### src/rtl/hv_tree_pkg.sv
// Shared constants, FSM state type and accumulator width helper for the
// hypervector adder-tree accumulator.
package hv_tree_pkg;

    localparam int LANES    = 16;
    localparam int TREE_LAT = 4;

    typedef enum logic [1:0] {
        FEED  = 2'd0,
        DRAIN = 2'd1,
        DONE  = 2'd2
    } state_e;

    // Tree output is in_w+4 bits; summing `chunks` of them adds clog2(chunks).
    function automatic int acc_width(input int in_w, input int chunks);
        return in_w + 4 + $clog2(chunks);
    endfunction

endpackage

### src/rtl/hv_adder_tree16.sv
// 16-input, 4-stage pipelined adder tree; each level widens by one bit.
// valid/last sideband shifts alongside the data and is the only reset state.
module hv_adder_tree16
    import hv_tree_pkg::*;
#(
    parameter int IN_W = 8
) (
    input  logic                        clk,
    input  logic                        rst_n,
    input  logic                        valid_i,
    input  logic                        last_i,
    input  logic [LANES-1:0][IN_W-1:0]  data_i,
    output logic                        valid_o,
    output logic                        last_o,
    output logic [IN_W+3:0]             sum_o
);

    logic [7:0][IN_W:0]   l1_q;
    logic [3:0][IN_W+1:0] l2_q;
    logic [1:0][IN_W+2:0] l3_q;
    logic [IN_W+3:0]      l4_q;
    logic [TREE_LAT-1:0]  vld_q;
    logic [TREE_LAT-1:0]  lst_q;

    always_ff @(posedge clk) begin
        for (int i = 0; i < 8; i++) begin
            l1_q[i] <= {1'b0, data_i[2*i]} + {1'b0, data_i[2*i+1]};
        end
        for (int i = 0; i < 4; i++) begin
            l2_q[i] <= {1'b0, l1_q[2*i]} + {1'b0, l1_q[2*i+1]};
        end
        for (int i = 0; i < 2; i++) begin
            l3_q[i] <= {1'b0, l2_q[2*i]} + {1'b0, l2_q[2*i+1]};
        end
        l4_q <= {1'b0, l3_q[0]} + {1'b0, l3_q[1]};
    end

    always_ff @(posedge clk) begin
        if (!rst_n) begin
            vld_q <= '0;
            lst_q <= '0;
        end else begin
            vld_q <= {vld_q[TREE_LAT-2:0], valid_i};
            lst_q <= {lst_q[TREE_LAT-2:0], last_i & valid_i};
        end
    end

    assign valid_o = vld_q[TREE_LAT-1];
    assign last_o  = lst_q[TREE_LAT-1];
    assign sum_o   = l4_q;

endmodule

### src/rtl/hv_tree_accum_ctrl.sv
// Sequences NUM_CHUNKS beats through the adder tree and accumulates one total.
// Optional HV_TREE_THRESH_EN adds thresh input and registered out_bit compare.
// States: FEED accept beats, count chunks | DRAIN wait for last partial | DONE hold total
module hv_tree_accum_ctrl
    import hv_tree_pkg::*;
#(
    parameter int IN_W       = 8,
    parameter int NUM_CHUNKS = 64
) (
    input  logic                                           clk,
    input  logic                                           rst_n,
    input  logic                                           in_valid,
    output logic                                           in_ready,
    input  logic [LANES-1:0][IN_W-1:0]                     in_data,
    output logic                                           out_valid,
    input  logic                                           out_ready,
    output logic [acc_width(IN_W, NUM_CHUNKS)-1:0]         out_sum
`ifdef HV_TREE_THRESH_EN
    ,
    input  logic [acc_width(IN_W, NUM_CHUNKS)-1:0]         thresh,
    output logic                                           out_bit
`endif
);

    localparam int ACC_W = acc_width(IN_W, NUM_CHUNKS);
    localparam int CNT_W = $clog2(NUM_CHUNKS);

    state_e              state_q, state_d;
    logic [CNT_W-1:0]    cnt_q, cnt_d;
    logic [ACC_W-1:0]    acc_q, acc_d;
    logic [ACC_W-1:0]    acc_sum;
    logic                accept;
    logic                last_beat;
    logic                tree_vld;
    logic                tree_lst;
    logic [IN_W+3:0]     tree_sum;

    // Gated by rst_n so the source sees no ready while reset is held.
    assign in_ready  = rst_n && (state_q == FEED);
    assign accept    = in_valid && in_ready;
    assign last_beat = (cnt_q == CNT_W'(NUM_CHUNKS - 1));
    assign acc_sum   = acc_q + ACC_W'(tree_sum);

    hv_adder_tree16 #(
        .IN_W (IN_W)
    ) u_tree (
        .clk     (clk),
        .rst_n   (rst_n),
        .valid_i (accept),
        .last_i  (last_beat),
        .data_i  (in_data),
        .valid_o (tree_vld),
        .last_o  (tree_lst),
        .sum_o   (tree_sum)
    );

    always_comb begin
        state_d = state_q;
        cnt_d   = cnt_q;
        acc_d   = acc_q;
        if (tree_vld) begin
            acc_d = acc_sum;
        end
        case (state_q)
            FEED: begin
                if (accept) begin
                    if (last_beat) begin
                        cnt_d   = '0;
                        state_d = DRAIN;
                    end else begin
                        cnt_d = cnt_q + CNT_W'(1);
                    end
                end
            end
            DRAIN: begin
                if (tree_vld && tree_lst) begin
                    state_d = DONE;
                end
            end
            DONE: begin
                if (out_ready) begin
                    acc_d   = '0;
                    cnt_d   = '0;
                    state_d = FEED;
                end
            end
            default: state_d = FEED;
        endcase
    end

    always_ff @(posedge clk) begin
        if (!rst_n) begin
            state_q <= FEED;
            cnt_q   <= '0;
            acc_q   <= '0;
        end else begin
            state_q <= state_d;
            cnt_q   <= cnt_d;
            acc_q   <= acc_d;
        end
    end

    assign out_valid = (state_q == DONE);
    assign out_sum   = acc_q;

`ifdef HV_TREE_THRESH_EN
    logic out_bit_q;

    always_ff @(posedge clk) begin
        if (!rst_n) begin
            out_bit_q <= 1'b0;
        end else if (state_q == DRAIN && state_d == DONE) begin
            out_bit_q <= (acc_sum >= thresh);
        end
    end

    assign out_bit = out_bit_q;
`endif

endmodule

### config.mk
export PLATFORM = sky130hd
export DESIGN_NAME = hv_tree_accum_ctrl
export DESIGN_NICKNAME = d
export VERILOG_FILES = /design/src/rtl/hv_tree_pkg.sv /design/src/rtl/hv_adder_tree16.sv /design/src/rtl/hv_tree_accum_ctrl.sv
export SDC_FILE = /design/constraint.sdc
export NUM_CORES = 1
export LEC_CHECK = 0
export BUFFER_PORTS_ARGS = -buffer_cell sky130_fd_sc_hd__buf_2
export CAP_MARGIN = 20
export CORE_ASPECT_RATIO = 0.7
export CORE_MARGIN = 10
export CORE_UTILIZATION = 52
export CTS_CLUSTER_SIZE = 40
export DETAILED_ROUTE_END_ITERATION = 10
export GPL_TIMING_DRIVEN = 0
export PLACE_DENSITY = 0.74
export SLEW_MARGIN = 20
export SYNTH_ARGS = -nofsm -noshare
export SYNTH_HDL_FRONTEND = slang
export SYNTH_HIERARCHICAL = 1
export SYNTH_SLANG_ARGS = --single-unit
### constraint.sdc
create_clock -name clk -period 4.8 [get_ports clk]
set_input_delay 1.2 -clock clk [delete_from_list [all_inputs] [get_ports clk]]
set_output_delay 1.2 -clock clk [all_outputs]
set_load 0.05 [all_outputs]
; Yosys cells after proc, flatten, opt, wreduce, memory -nomap -nowiden
; Cells that the tools add are included.
[classes]
n_mux = 12
reduce_logical = 7
eq_ne = 7
n_addsub = 17
bitwise = 1
[op_table]
columns = op, count
row1 = adder 8 x 8 -> 9 bit, 8
row2 = 2-to-1 mux 18 bit, 3
row3 = adder 9 x 9 -> 10 bit, 4
row4 = adder 10 x 10 -> 11 bit, 2
row5 = adder 18 x 12 -> 18 bit, 1
row6 = 2-to-1 mux 6 bit, 3
row7 = adder 11 x 11 -> 12 bit, 1
row8 = case mux 6 bit (2 select lines), 1
row9 = 2-to-1 mux 2 bit, 4
row10 = adder 6 x 1 -> 6 bit (second input constant), 1
row11 = equality test 6 bit (second input constant), 1
row12 = != test 2 x 1 -> 1 bit (second input constant), 3
row13 = case mux 2 bit (3 select lines), 1
row14 = AND reduction 4 bit, 1
row15 = logical AND 1 bit, 3
row16 = AND reduction 3 bit, 1
row17 = equality test 2 x 1 -> 1 bit (second input constant), 1
row18 = equality test 2 bit (second input constant), 1
row19 = zero test 2 bit, 1
row20 = != test 2 bit (second input constant), 1
row21 = nonzero test 2 bit, 1
row22 = AND 1 bit, 1
[word_totals]
input_bits = 132
ff_bits = 180
wordCells = 64
output_inout_bits = 20

; Longest topological paths before layout
[depth]
word_depth = 5
ltp_mapped = 9
ltp_nobuf = 9

; Modules after synthesis
; The synthesis kept the hierarchy.
[modules_own_cells]
columns = module, cells_each, n_inst, seq_area_each_um2, area_per_inst_um2
row1 = hv_adder_tree16, 790, 1, 3083.0, 8171.6
row2 = hv_tree_accum_ctrl, 197, 1, 520.5, 1662.8

; Worst setup path before layout
; Ideal clock, no wire load.
[synth_path]
kind = input-to-output
start = input port rst_n
end = output port in_ready
path_stages = 2
path_slack_ns = 1.678
required_time_ns = 3.600
n_path_buf = 0
arrival_ns = 1.922
cell_sequence = nand2b_1 nor2_1
[synth_between]
elab_chain_len = 1
[synth_lines]
columns = item, line
row1 = from (decl), hv_tree_accum_ctrl.sv:11  ; input logic rst_n,
row2 = logical AND 1 bit, hv_tree_accum_ctrl.sv:39  ; assign in_ready = rst_n && (state_q == FEED);
row3 = to (decl), hv_tree_accum_ctrl.sv:13  ; output logic in_ready,
; Every way passes these cells.

; Worst setup path in the final report
; Same ends and word-level chain as after synthesis.

==> results_dict.tcl <==
set metrics [dict create \
    hold_class "reg -> reg" \
    first_iter_violations 413 \
    cts_root_buffer "clkbuf_16" \
    cts.reportedPaths.clkPinSlew_ns 0.07 \
    postCtsSetupBuffers 0 \
    ys_top_cells_by_area "dfxtp_1, ha_1, xnor2_1" \
    clk_latency_ns 0.43 \
    dp_hpwl_um 15700 \
    skew_ns 0.00934 \
    area_growth_pct 17.3 \
    relSlewSlack_pct 60.1 \
    yosys_warnings 6 \
    status "finished clean" \
    critPathRequiredTime_ns 3.60 \
    n_antenna_cell 0 \
    nets 1449 \
    rsz0062_at_grt "no" \
    cpPeakStageDelay_ns 0.27 \
    crit_slowest_cell "buf_2" \
    synthDistinctLibCells 51 \
    cts_tree "yes" \
    htreeDepth 4 \
    n_fill_cell 1497 \
    cts_resized 0 \
    grt_pass1_vias 7274 \
    yosysTopAreaCellShare_pct 36.6 \
    synth-edff-count 0 \
    hold_viol_final 0 \
    via_per_inst 5.29 \
    critical_path_peak_fanout 15 \
    routed_wl_um 19900 \
    maxCapViolCount 0 \
    grt_pass1_wl_um 33100 \
    grt_overflow 0 \
    via_count 7432 \
    grt_start_max_net_pins 17 \
    cpMostUsedCell "buf_2" \
    startpoint_type "input port" \
    clock-sinks 180 \
    hold_buffers 0 \
    cts_buffers 17 \
    irDropWorstVdd_mv 0.363 \
    synth_flop_cell "dfxtp_1" \
    p_leak_nw 5.46 \
    first_pass_iters 5 \
    gp_congestion 0.878 \
    dp_slack_ns 1.70 \
    port_buffers 151 \
    yosysMostFrequentCell "dfxtp_1" \
    worstMarginPinSlew_ns 0.598 \
    synth-seq-cells 180 \
    arrival_ns 1.89 \
    worst_slack_ns 1.71 \
    setup_viol 0 \
    crit_path_cell_trace "buf_2, nand2b_1, nor2_1, buf_2" \
    netlist_area_um2 9830 \
    synth_top_cells_by_count "dfxtp_1, ha_1, nor2_1" \
    crit_type "in -> out" \
    synthArstFlopShare_pct 0 \
    ant_nets 0 \
    die_y_um 135 \
    rows 41 \
    max_freq_mhz 323 \
    grt_use_total_pct 15.9 \
    finalCriticalPeriod_ns 3.09 \
    cts_buffer_depth 2 \
    drc_errors 0 \
    drive_above_1_share_pct 16.9 \
    antenna_found_initial 1 \
    die_x_um 184 \
    dieArea_um2 24900 \
    fp.coreArea_um2 18300 \
    synth_area_per_cell_um2 9.96 \
    routedWlPerCell_um 14.2 \
    syn_nets 1279 \
    synth_cells 987 \
    synth_seq_area_share_pct 36.6 \
    boundaryPins 152 \
    start_util_pct 53.7 \
    yosysTopAreaCell "dfxtp_1" \
    cp-end-kind "output pin" \
    power_density_nw_per_um2 570 \
    tns_ns 0 \
    maxSlewViolCount 0 \
    min_period_over_period_pct 64.5 \
]
==> layout make-up <==
| class | count | area, um^2 | share of cell area, % |
|---|---|---|---|
| clock buffers | 19 | 453 | 3.93 |
| well taps | 236 | 295 | 2.56 |
| repair buffers | 151 | 756 | 6.55 |
| multi-input cells | 756 | 6040 | 52.4 |
| clock inverters | 13 | 196 | 1.70 |
| inverters | 47 | 176 | 1.53 |
| flip-flops and latches | 180 | 3600 | 31.2 |
| plain buffers | 4 | 15.0 | 0.130 |
==> flip-flops by register name (all words and copies together) (netlist names) <==
register and cells:
u_tree/sum_o 12, cnt_q 6, u_tree/l3_q 22, u_tree/lst_q 4
state_q 2, u_tree/l2_q 40, out_sum 18, u_tree/vld_q 4
u_tree/l1_q 72
==> report_power, final <==
group          internal [mW]  switching (mW)
registers               1.97           0.184
clock network          0.908           0.594
logic                   1.39            1.53
==> cells in the final DEF, fill, tap and decap left out, types with 9 or more instances in the layout <==
cell,netlist,layout
a211oi_1,24,24
a21o_1,53,53
a21oi_1,70,70
and2_1,9,9
buf_2,0,151
clkbuf_16,0,17
dfxtp_1,180,180
fa_1,16,16
ha_1,144,144
inv_1,47,47
nand2_1,21,21
nor2_1,99,99
nor2b_1,19,19
nor3_1,17,17
o21a_1,13,13
o21ai_0,40,40
o21bai_1,16,16
xnor2_1,80,80
xor2_1,27,27
==> stage by stage <==
stage	instance area [um^2]	std cells	utilization, %	power [mW]	hold slack [ns]
2_1_floorplan	9830	987	-	4.49	0.406
4_1_cts	11500	1406	63.0	6.62	0.432
3_5_place_dp	10900	1374	59.4	5.07	0.415
6_report	11500	1406	63.0	6.58	0.428
3_3_place_gp	10900	1374	59.4	5.01	0.408
5_1_grt	11500	1406	63.0	7.10	0.439
==> logic make-up after synthesis <==
group	after synthesis	share of synthesized area (%)
fa+ha+maj	160	21.6
compound gates	267	19.1
simple gates	215	10.5
buf+inv	51	1.95
mux	7	0.712
flops	180	36.6
xor+xnor	107	9.53
==> critical path: cells and delay by family <==
family | cells | cell delay (ns)
and+or+nand+nor | 2 | 0.22
buffers and inverters | 2 | 0.48
==> layer usage <==
metal | track usage [%] | wire [um] | part of all wire [%] | vias to the layer above
met2 | 22.7 | 7930 | 40 | 193
met4 | 6.03 | 285 | 1.4 | 0
met3 | 4.07 | 1170 | 5.9 | 20
met5 | 0 | 0 | 0 | -
met1 | 22.4 | 10500 | 53 | 3331
li1 | - | - | - | 3888
==> final timing paths <==
kind	end	start	cells past startpoint	slack, ns
worst min register to register	u_tree/vld_q[2]	u_tree/vld_q[1]	1	0.43
worst max-delay path	in_ready	rst_n	4	1.71
worst min-delay path	u_tree/vld_q[2]	u_tree/vld_q[1]	1	0.43
worst max register to register	out_sum[14]	out_sum[0]	9	2.44
Note: power is estimated with default switching activity, not from simulation.
